===== config.mk =====
export PLATFORM = sky130hd
export DESIGN_NAME = data_mem_responder
export DESIGN_NICKNAME = d
export VERILOG_FILES = /design/src/rtl/data_mem_responder_pkg.sv /design/src/rtl/data_mem_responder_mem_array.sv /design/src/rtl/data_mem_responder.sv
export SDC_FILE = /design/constraint.sdc
export NUM_CORES = 2
export LEC_CHECK = 0
export BUFFER_PORTS_ARGS = -buffer_cell sky130_fd_sc_hd__buf_2
export CAP_MARGIN = 20
export CORE_MARGIN = 1
export CORE_UTILIZATION = 57
export CTS_CLUSTER_DIAMETER = 200
export CTS_CLUSTER_SIZE = 25
export DETAILED_ROUTE_END_ITERATION = 6
export PLACE_DENSITY_LB_ADDON = 0.2
export SYNTH_ARGS = -nofsm -noshare
export SYNTH_HDL_FRONTEND = slang
export SYNTH_SLANG_ARGS = --single-unit
export TNS_END_PERCENT = 100

===== constraint.sdc =====
create_clock -name clk -period 2.4 [get_ports clk]
set_input_delay 0.24 -clock clk [delete_from_list [all_inputs] [get_ports clk]]
set_output_delay 0.24 -clock clk [all_outputs]
set_load 0.05 [all_outputs]

===== src/rtl/data_mem_responder_pkg.sv =====
// ----------------------------------------------------------------------------
// data_mem_responder_pkg
// Shared definitions for the data memory responder:
//   - state_e               : responder FSM states (IDLE / WAIT / RESP)
//   - DEFAULT_DEPTH_WORDS   : default number of 32-bit storage words
//   - DEFAULT_WAIT_CYCLES   : default wait states between accept and response
//   - CNT_W                 : width of the wait-state counter (covers 0..15)
//   - addr_error()          : misalignment / out-of-range check for a byte address
// ----------------------------------------------------------------------------
package data_mem_responder_pkg;

    typedef enum logic [1:0] {
        ST_IDLE = 2'd0,
        ST_WAIT = 2'd1,
        ST_RESP = 2'd2
    } state_e;

    localparam int DEFAULT_DEPTH_WORDS = 64;
    localparam int DEFAULT_WAIT_CYCLES = 2;
    localparam int CNT_W               = 4;

    // A request is in error when it is not word aligned or its word index
    // falls beyond the implemented storage. The full 30-bit index is compared
    // so high address bits can never alias onto a real word.
    function automatic logic addr_error(input logic [31:0] addr, input int unsigned depth);
        logic [31:0] word_idx;
        word_idx   = {2'b00, addr[31:2]};
        addr_error = (addr[1:0] != 2'b00) || (word_idx >= 32'(depth));
    endfunction

endpackage


===== src/rtl/data_mem_responder_mem_array.sv =====
// ----------------------------------------------------------------------------
// mem_array
// Word storage for the data memory responder.
// Ports:
//   clk    in  : clock, writes on rising edge
//   rst_n  in  : asynchronous active-low clear of every word
//   we     in  : write enable
//   waddr  in  : write word index
//   wdata  in  : write data
//   raddr  in  : read word index
//   rdata  out : combinational read data at raddr
// ----------------------------------------------------------------------------
module mem_array #(
    parameter int DEPTH = 64,
    parameter int AW    = 6
) (
    input  logic          clk,
    input  logic          rst_n,
    input  logic          we,
    input  logic [AW-1:0] waddr,
    input  logic [31:0]   wdata,
    input  logic [AW-1:0] raddr,
    output logic [31:0]   rdata
);

    logic [31:0] mem_r [DEPTH];

    // Storage words: cleared on reset, single synchronous write port.
    always_ff @(posedge clk or negedge rst_n) begin
        if (!rst_n) begin
            for (int i = 0; i < DEPTH; i++) begin
                mem_r[i] <= 32'h0000_0000;
            end
        end else if (we) begin
            mem_r[waddr] <= wdata;
        end
    end

    // DEPTH is a power of two, so every raddr value addresses a real word.
    assign rdata = mem_r[raddr];

endmodule


===== src/rtl/data_mem_responder.sv =====
// ----------------------------------------------------------------------------
// data_mem_responder
// Single-outstanding load/store responder in front of a word memory.
// A request is accepted in IDLE, held for WAIT_CYCLES wait states, and
// answered with a one-cycle response pulse. Stores commit on the edge that
// leaves the response cycle; erroneous requests never touch storage.
// Ports:
//   clk        in  : clock
//   reset      in  : asynchronous active-low reset
//   req_valid  in  : request present
//   req_ready  out : responder idle and able to accept
//   req_write  in  : 1 = store, 0 = load
//   req_addr   in  : byte address
//   req_wdata  in  : store data
//   rsp_valid  out : one-cycle response pulse
//   rsp_rdata  out : load data (0 for stores and errors)
//   rsp_err    out : misaligned or out-of-range request
//   busy       out : a request is outstanding
// ----------------------------------------------------------------------------
module data_mem_responder
    import data_mem_responder_pkg::*;
#(
    parameter int DEPTH_WORDS = DEFAULT_DEPTH_WORDS,
    parameter int WAIT_CYCLES = DEFAULT_WAIT_CYCLES
) (
    input  logic        clk,
    input  logic        reset,
    input  logic        req_valid,
    output logic        req_ready,
    input  logic        req_write,
    input  logic [31:0] req_addr,
    input  logic [31:0] req_wdata,
    output logic        rsp_valid,
    output logic [31:0] rsp_rdata,
    output logic        rsp_err,
    output logic        busy
);

    localparam int AW = $clog2(DEPTH_WORDS);
    localparam logic [CNT_W-1:0] WAIT_LOAD =
        (WAIT_CYCLES > 0) ? CNT_W'(WAIT_CYCLES - 1) : {CNT_W{1'b0}};

    state_e           state_r;
    logic [CNT_W-1:0] wait_cnt_r;
    logic             cap_write_r;
    logic [31:0]      cap_addr_r;
    logic [31:0]      cap_wdata_r;

    logic             sel_write_s;
    logic [31:0]      sel_addr_s;
    logic             sel_err_s;
    logic [31:0]      load_data_s;
    logic             mem_we_s;
    logic [31:0]      mem_rdata_s;

    // Select the request being answered: live inputs in IDLE (needed when
    // WAIT_CYCLES=0 and the response is formed at the handshake edge),
    // otherwise the captured request.
    always_comb begin
        sel_write_s = 1'b0;
        sel_addr_s  = 32'h0000_0000;
        if (state_r == ST_IDLE) begin
            sel_write_s = req_write;
            sel_addr_s  = req_addr;
        end else begin
            sel_write_s = cap_write_r;
            sel_addr_s  = cap_addr_r;
        end
    end

    // Response data and store enable derived from the selected request.
    always_comb begin
        sel_err_s = addr_error(sel_addr_s, DEPTH_WORDS);
        if (!sel_write_s && !sel_err_s) begin
            load_data_s = mem_rdata_s;
        end else begin
            load_data_s = 32'h0000_0000;
        end
        mem_we_s = (state_r == ST_RESP) && cap_write_r
                   && !addr_error(cap_addr_r, DEPTH_WORDS);
    end

    mem_array #(
        .DEPTH (DEPTH_WORDS),
        .AW    (AW)
    ) u_mem (
        .clk   (clk),
        .rst_n (reset),
        .we    (mem_we_s),
        .waddr (cap_addr_r[AW+1:2]),
        .wdata (cap_wdata_r),
        .raddr (sel_addr_s[AW+1:2]),
        .rdata (mem_rdata_s)
    );

    // Responder FSM with registered handshake and response outputs.
    always_ff @(posedge clk or negedge reset) begin
        if (!reset) begin
            state_r     <= ST_IDLE;
            wait_cnt_r  <= {CNT_W{1'b0}};
            cap_write_r <= 1'b0;
            cap_addr_r  <= 32'h0000_0000;
            cap_wdata_r <= 32'h0000_0000;
            req_ready   <= 1'b1;
            rsp_valid   <= 1'b0;
            rsp_err     <= 1'b0;
            rsp_rdata   <= 32'h0000_0000;
            busy        <= 1'b0;
        end else begin
            case (state_r)
                ST_IDLE: begin
                    if (req_valid && req_ready) begin
                        cap_write_r <= req_write;
                        cap_addr_r  <= req_addr;
                        cap_wdata_r <= req_wdata;
                        req_ready   <= 1'b0;
                        busy        <= 1'b1;
                        if (WAIT_CYCLES == 0) begin
                            state_r   <= ST_RESP;
                            rsp_valid <= 1'b1;
                            rsp_err   <= sel_err_s;
                            rsp_rdata <= load_data_s;
                        end else begin
                            state_r    <= ST_WAIT;
                            wait_cnt_r <= WAIT_LOAD;
                        end
                    end else begin
                        req_ready <= 1'b1;
                        busy      <= 1'b0;
                    end
                end
                ST_WAIT: begin
                    if (wait_cnt_r == {CNT_W{1'b0}}) begin
                        state_r   <= ST_RESP;
                        rsp_valid <= 1'b1;
                        rsp_err   <= sel_err_s;
                        rsp_rdata <= load_data_s;
                    end else begin
                        wait_cnt_r <= wait_cnt_r - CNT_W'(1);
                    end
                end
                ST_RESP: begin
                    // The store (if any) commits on this edge via mem_we_s.
                    state_r   <= ST_IDLE;
                    req_ready <= 1'b1;
                    busy      <= 1'b0;
                    rsp_valid <= 1'b0;
                    rsp_err   <= 1'b0;
                    rsp_rdata <= 32'h0000_0000;
                end
                default: begin
                    state_r    <= ST_IDLE;
                    wait_cnt_r <= {CNT_W{1'b0}};
                    req_ready  <= 1'b1;
                    busy       <= 1'b0;
                    rsp_valid  <= 1'b0;
                    rsp_err    <= 1'b0;
                    rsp_rdata  <= 32'h0000_0000;
                end
            endcase
        end
    end

endmodule

# Word-level counts from Yosys, hierarchy flattened
# Index checks and enable logic that the tools add are counted.
[op_classes]
order_cmp = 5
add_sub_neg = 1
reduce_logical = 18
n_eq_ne = 5
n_bitwise = 4
mux = 25
[op_table]
columns = ["cell", "count"]
rows = [
  ["2048-bit bitwise mux", 1],
  ["32-bit binary-select mux with 6-bit select", 1],
  ["32-bit demux with 6-bit select", 1],
  ["32-bit 2-to-1 mux", 6],
  ["32-bit one-hot mux with 2 select lines", 1],
  ["30-bit by 7-bit >= comparator with 1-bit output, second input constant", 2],
  ["7-bit >= comparator, second input constant", 2],
  ["6-bit NOT with 7-bit output", 2],
  ["4-bit one-hot mux with 3 select lines", 1],
  ["4-bit 2-to-1 mux", 2],
  ["1-bit one-hot mux with 2 select lines", 4],
  ["7-bit by 1-bit < comparator with 1-bit output, second input constant", 1],
  ["2-bit AND reduction", 3],
  ["1-bit logical AND", 5],
  ["1-bit 2-to-1 mux", 5],
  ["4-bit zero test", 1],
  ["2-bit 2-to-1 mux", 2],
  ["2-bit inequality test, second input constant", 2],
  ["2-bit one-hot mux with 2 select lines", 1],
  ["2-bit nonzero test", 2],
  ["4-bit by 1-bit subtractor with 4-bit output, second input constant", 1],
  ["1-bit zero test", 3],
  ["3-bit AND reduction", 1],
  ["2-bit by 1-bit == test with 1-bit output, second input constant", 1],
  ["5 further kinds", 7],
]
[word_totals]
regBits = 2155
wordCells = 132
output_inout_bits = 36
input_bits = 68

# Longest topological paths before layout
[logic_depth]
word_depth = 9
ltp_mapped = 14

# Modules after synthesis
# From an unflattened synthesis, not the netlist that was laid out.
[hier_totals]
hier_cells = 6071
area_unflattened_um2 = 96796.6
[by_module_without_submodules]
columns = ["mod", "cells_each", "instances", "area_each_um2"]
rows = [
  ["mem_array", 5788, 1, 92511.2],
  ["data_mem_responder", 283, 1, 4285.4],
]

# Worst setup path after synthesis
# No wires, ideal clock.
[synth_timing]
kind = "register -> register"
from = "register state_r[0]"
to = "register rsp_rdata[16]"
path_slack_ns = -0.109
required_time_ns = 2.279
stages_incl_launch_ff = 11
arrival_time_ns = 2.388
setup_time_ns = 0.121
cell_sequence = "dfrtp_1 -> or3b_1 -> nand2_2 -> buf_6 -> buf_4 -> buf_4 -> mux4_2 -> a22oi_1 -> nand3_1 -> o211ai_1 -> nand2_1"
[synth_between]
elab_chain_cells = 9
elab_cells_between_ends = 20
classes_between = "order compare: 1; eq/ne: 2; mux: 8; bitwise: 2; reduce/logical: 7"
[synth_lines]
columns = ["element", "line", "text"]
rows = [
  ["start: declaration", "data_mem_responder.sv:43", "state_e state_r;"],
  ["start signal: assignment", "data_mem_responder.sv:99", "state_r <= ST_IDLE;"],
  ["start signal: assignment", "data_mem_responder.sv:119", "state_r <= ST_RESP;"],
  ["start signal: assignment", "data_mem_responder.sv:124", "state_r <= ST_WAIT;"],
  ["2-bit zero test", "data_mem_responder.sv:62, data_mem_responder.sv:110", ""],
  ["32-bit 2-to-1 mux", "data_mem_responder.sv:62", "if (state_r == ST_IDLE) begin"],
  ["30-bit by 7-bit >= comparator with 1-bit output, or another cell as far along", "data_mem_responder_pkg.sv:28", "addr_error = (addr[1:0] != 2'b00) || (word_idx >= 32'(depth));"],
  ["1-bit logical OR / 32-bit binary-select mux with 6-bit select (equally long branches)", "data_mem_responder_pkg.sv:28, data_mem_responder_mem_array.sv:40", ""],
  ["1-bit zero test / 32-bit 2-to-1 mux (equally long branches)", "data_mem_responder.sv:74, data_mem_responder_mem_array.sv:40", ""],
  ["1-bit logical AND / 32-bit 2-to-1 mux (equally long branches)", "data_mem_responder.sv:74, data_mem_responder_mem_array.sv:40", ""],
  ["32-bit 2-to-1 mux", "data_mem_responder.sv:74", "if (!sel_write_s && !sel_err_s) begin"],
  ["32-bit 2-to-1 mux", "data_mem_responder.sv:133", "if (wait_cnt_r == {CNT_W{1'b0}}) begin"],
  ["32-bit one-hot mux with 2 select lines", "data_mem_responder.sv:110", "case (state_r)"],
  ["end signal: assignment", "data_mem_responder.sv:122", "rsp_rdata <= load_data_s;"],
  ["end signal: assignment", "data_mem_responder.sv:137", "rsp_rdata <= load_data_s;"],
  ["end: declaration", "data_mem_responder.sv:34", "output logic [31:0] rsp_rdata,"],
]
# Several ways; a longest one is shown, not always the timed one. The select of a mux whose other input is x is not followed.
# A chain may end at the register's enable or synchronous reset.

# Worst setup path after layout
[layout_timing]
from = "register state_r[1]"
to = "register rsp_rdata[0]"
# The elaborated chain is that of the path after synthesis.

==> results.yml <==
outcome:
  outcome: "complete, but fails checks"
  violations: "negative setup slack"
route:
  wl_microns: 349000
  vias: 74008
  ant_nets: 0
  viasPerCell: 6.64
  post_drt_wl_per_cell_microns: 31.3
  drc: 0
  drtIter0Drc: 9135
  firstDrtPassIters: 6
synthesis:
  ys_seq_area_share_pct: 55.0
  synth-edff-count: 0
  syn_area_per_cell_sq_um: 12.0
  synth-seq-cells: 2155
  yosys_warnings: 0
  async_reset_ff_share_pct: 100
  syn_nets: 8244
  syn-cell-area_sq_um: 98100
  synth_area_leaders: "dfrtp_1 (55%), mux2_2 (23%), nand2_1 (5.8%), nand3_1 (2.0%), mux2i_1 (1.8%)"
  yosysUniqueCellTypes: 70
  netlist_instances: 8174
  yosys-top-cells-count: "dfrtp_1 (2154), mux2_2 (1969), nand2_1 (1525)"
  synth_top_area_share_pct: 54.9
  synth_flop_cell: "dfrtp_1"
  synth_top_area_cell: "dfrtp_1"
  yosysMostFrequentCell: "dfrtp_1"
setup_path:
  critical_path_required_ps: 3080
  crit_path_cell_trace: "buf_6, or3b_4, nand2_8, buf_12, buf_16, buf_8, mux2i_1, a32oi_1, a21oi_2, a2111oi_2, a211o_1, a32o_1"
  worstPathArrival_ps: 3860
  path_delay_family: "compound AO/OA/AOI/OAI gates"
  crit_slowest_cell: "or3b_4"
  end_kind: "register"
  cp_max_fo: 9
  crit_path_max_incr_delay_ps: 470
  start_kind: "register"
  crit_buf_inv: 4
  worstSetupPathType: "reg -> reg"
global_routing:
  grt_pass1_vias: 72581
  track_usage_pct: 37.5
  grt_pass1_wl_microns: 483000
  overflow: 0
  grt_max_degree: 155
  antenna_found_initial: 10
pwr:
  p_sw_uw: 52100
  p_leak_uw: 0.0566
  p_seq_share_pct: 33.1
  clock_power_share_pct: 16.0
  cellInternalPower_uw: 67600
  comb_power_share_pct: 50.9
  power_density_nw_per_um2: 1000
  swShare_pct: 43.5
  irDropWorstVdd_uv: 813
sta:
  setup_viol: 2080
  grt_setup_unrepaired: "true"
  slew_viol_final: 0
  fin_skew_ps: 54.0
  period_needed_ps: 3180
  worstMarginPinSlew_ps: 1330
  fmax_mhz: 314
  holdWs_ps: 153
  fin_tns_setup_ps: -588650
  hold_viol_final: 0
  min_period_over_period_pct: 133
  setup_ws_ps: -783
  relSlewSlack_pct: 11.3
worst_hold_path:
  hp-class: "in -> reg"
floorplan:
  die_x_microns: 417
  num_io_pins: 104
  die_h_microns: 417
  coreArea_sq_um: 170000
  fp.dieArea_sq_um: 174000
  initial_core_util_pct: 57.6
  rows: 151
finish:
  area_growth_pct: 21.7
  seqCellArea_sq_um: 54000
  n_fill_cell: 11346
  final_nets: 8902
  fin_cells: 11152
  drive_gt1_share_pct: 42.9
  multi_input_area_sq_um: 44200
clock_tree:
  clk_pin_slew_worst_paths_ps: 120
  h-tree-depth: 3
  cts_tree: "built"
  cts_num_sinks: 2155
  cts_root_buf: "clkbuf_16"
  numCtsBuffers: 96
  clockBufferDepth: 3
  clock_latency_ps: 810
placed_design:
  dp.cells: 10717
  place_hpwl_microns: 212000
  dp_slack_ps: -1370
  gp_congestion: 0.965
  port_buffers: 103
job:
  drv_cap: 0
path summary, 6_finish.rpt:
path	from	endpoint	slack [ps]	depth (start not counted)
max	state_r[1]$_DFFE_PN0P_	rsp_rdata[0]$_DFFE_PN0P_	-780	12
min in group asynchronous	reset	u_mem.mem_r[1241]$_DFFE_PN0P_	240	3
max reg2reg	state_r[1]$_DFFE_PN0P_	rsp_rdata[0]$_DFFE_PN0P_	-780	12
min	req_wdata[4]	cap_wdata_r[4]$_DFFE_PN0P_	150	4
max in group asynchronous	reset	u_mem.mem_r[54]$_DFFE_PN0P_	870	3
min reg2reg	u_mem.mem_r[1763]$_DFFE_PN0P_	u_mem.mem_r[1763]$_DFFE_PN0P_	490	1
logic make-up after synthesis:
| family | synth area share (%) |
|---|---|
| mux | 26.9 |
| fa+ha+maj | 0.0255 |
| compound gates | 4.94 |
| flops | 55.0 |
| simple gates | 9.65 |
| buf+inv | 3.53 |
per-stage QoR:
step | total power [uW] | cell area (sq um) | utilization [%]
floorplan | 60200 | 98200 | -
global placement | 87700 | 108000 | 63.7
detailed placement | 88000 | 108000 | 63.7
CTS | 111000 | 114000 | 66.9
global route | 122000 | 119000 | 70.1
finish | 120000 | 119000 | 70.1
worst min-delay path, cell delays in order:
cell	delay (ps)
dlygate4sd3_1	520
buf_2	100
nand2_1	40
nand2_1	50
power groups by stage:
stage	Clock [uW]	Combinational [uW]	Sequential, uW
2_1_floorplan	0	22200	38000
3_3_place_gp	0	47500	40200
5_1_grt	20400	61800	39700
6_report	19100	61000	39600
4_1_cts	19200	52200	39600
3_5_place_dp	0	47800	40300
final cells by class:
class / instances / area share, %
sequential: 2155 / 45.2
inverter: 7 / 0.0220
timing repair buffer: 1313 / 13.2
tap: 2295 / 2.41
clock buffer: 111 / 2.08
multi-input combinational: 5259 / 37.0
clock inverter: 7 / 0.0797
antenna: 5 / 0.0105
metal layers:
layer  up-vias  routed length, microns  global-route usage, %
li1      30071                       -                      -
met1     38530                  135000                   51.7
met2      4339                  152000                   56.3
met3      1058                   38300                   7.91
met4        10                   24200                   19.5
met5         -                      59                      0
cells in the final DEF, fill, tap and decap left out, drive strengths merged, types with 57 or more instances in the layout:
master       synthesis  final
dfrtp             2154   2154
mux2              2050   2050
nand2             1528   1529
buf                423   1180
nand3              389    389
a21oi              178    178
clkbuf             332    174
mux2i              174    174
nor2               144    144
a31oi              136    136
a32oi               99     99
mux4                68     68
dlygate4sd3          0     68
a22oi               62     62
o21ai               60     60
nand4               57     57
repair_timing:
action,4_1_cts,5_1_grt
buffers inserted,65,127
endpoints found under the setup margin,2080,2081
hold buffers,68,0
gates resized for setup,236,638
cloned,15,65
pin swaps,66,160
endpoints found under the hold margin,1214,0
flip-flops by register name, indices dropped and copies added (netlist names):
register     flops
busy             1
cap_addr_r      32
cap_wdata_r     32
cap_write_r      1
req_ready        1
rsp_err          1
rsp_rdata       32
rsp_valid        1
state_r          2
u_mem.mem_r   2048
wait_cnt_r       4
(Power assumes the default switching activity.)
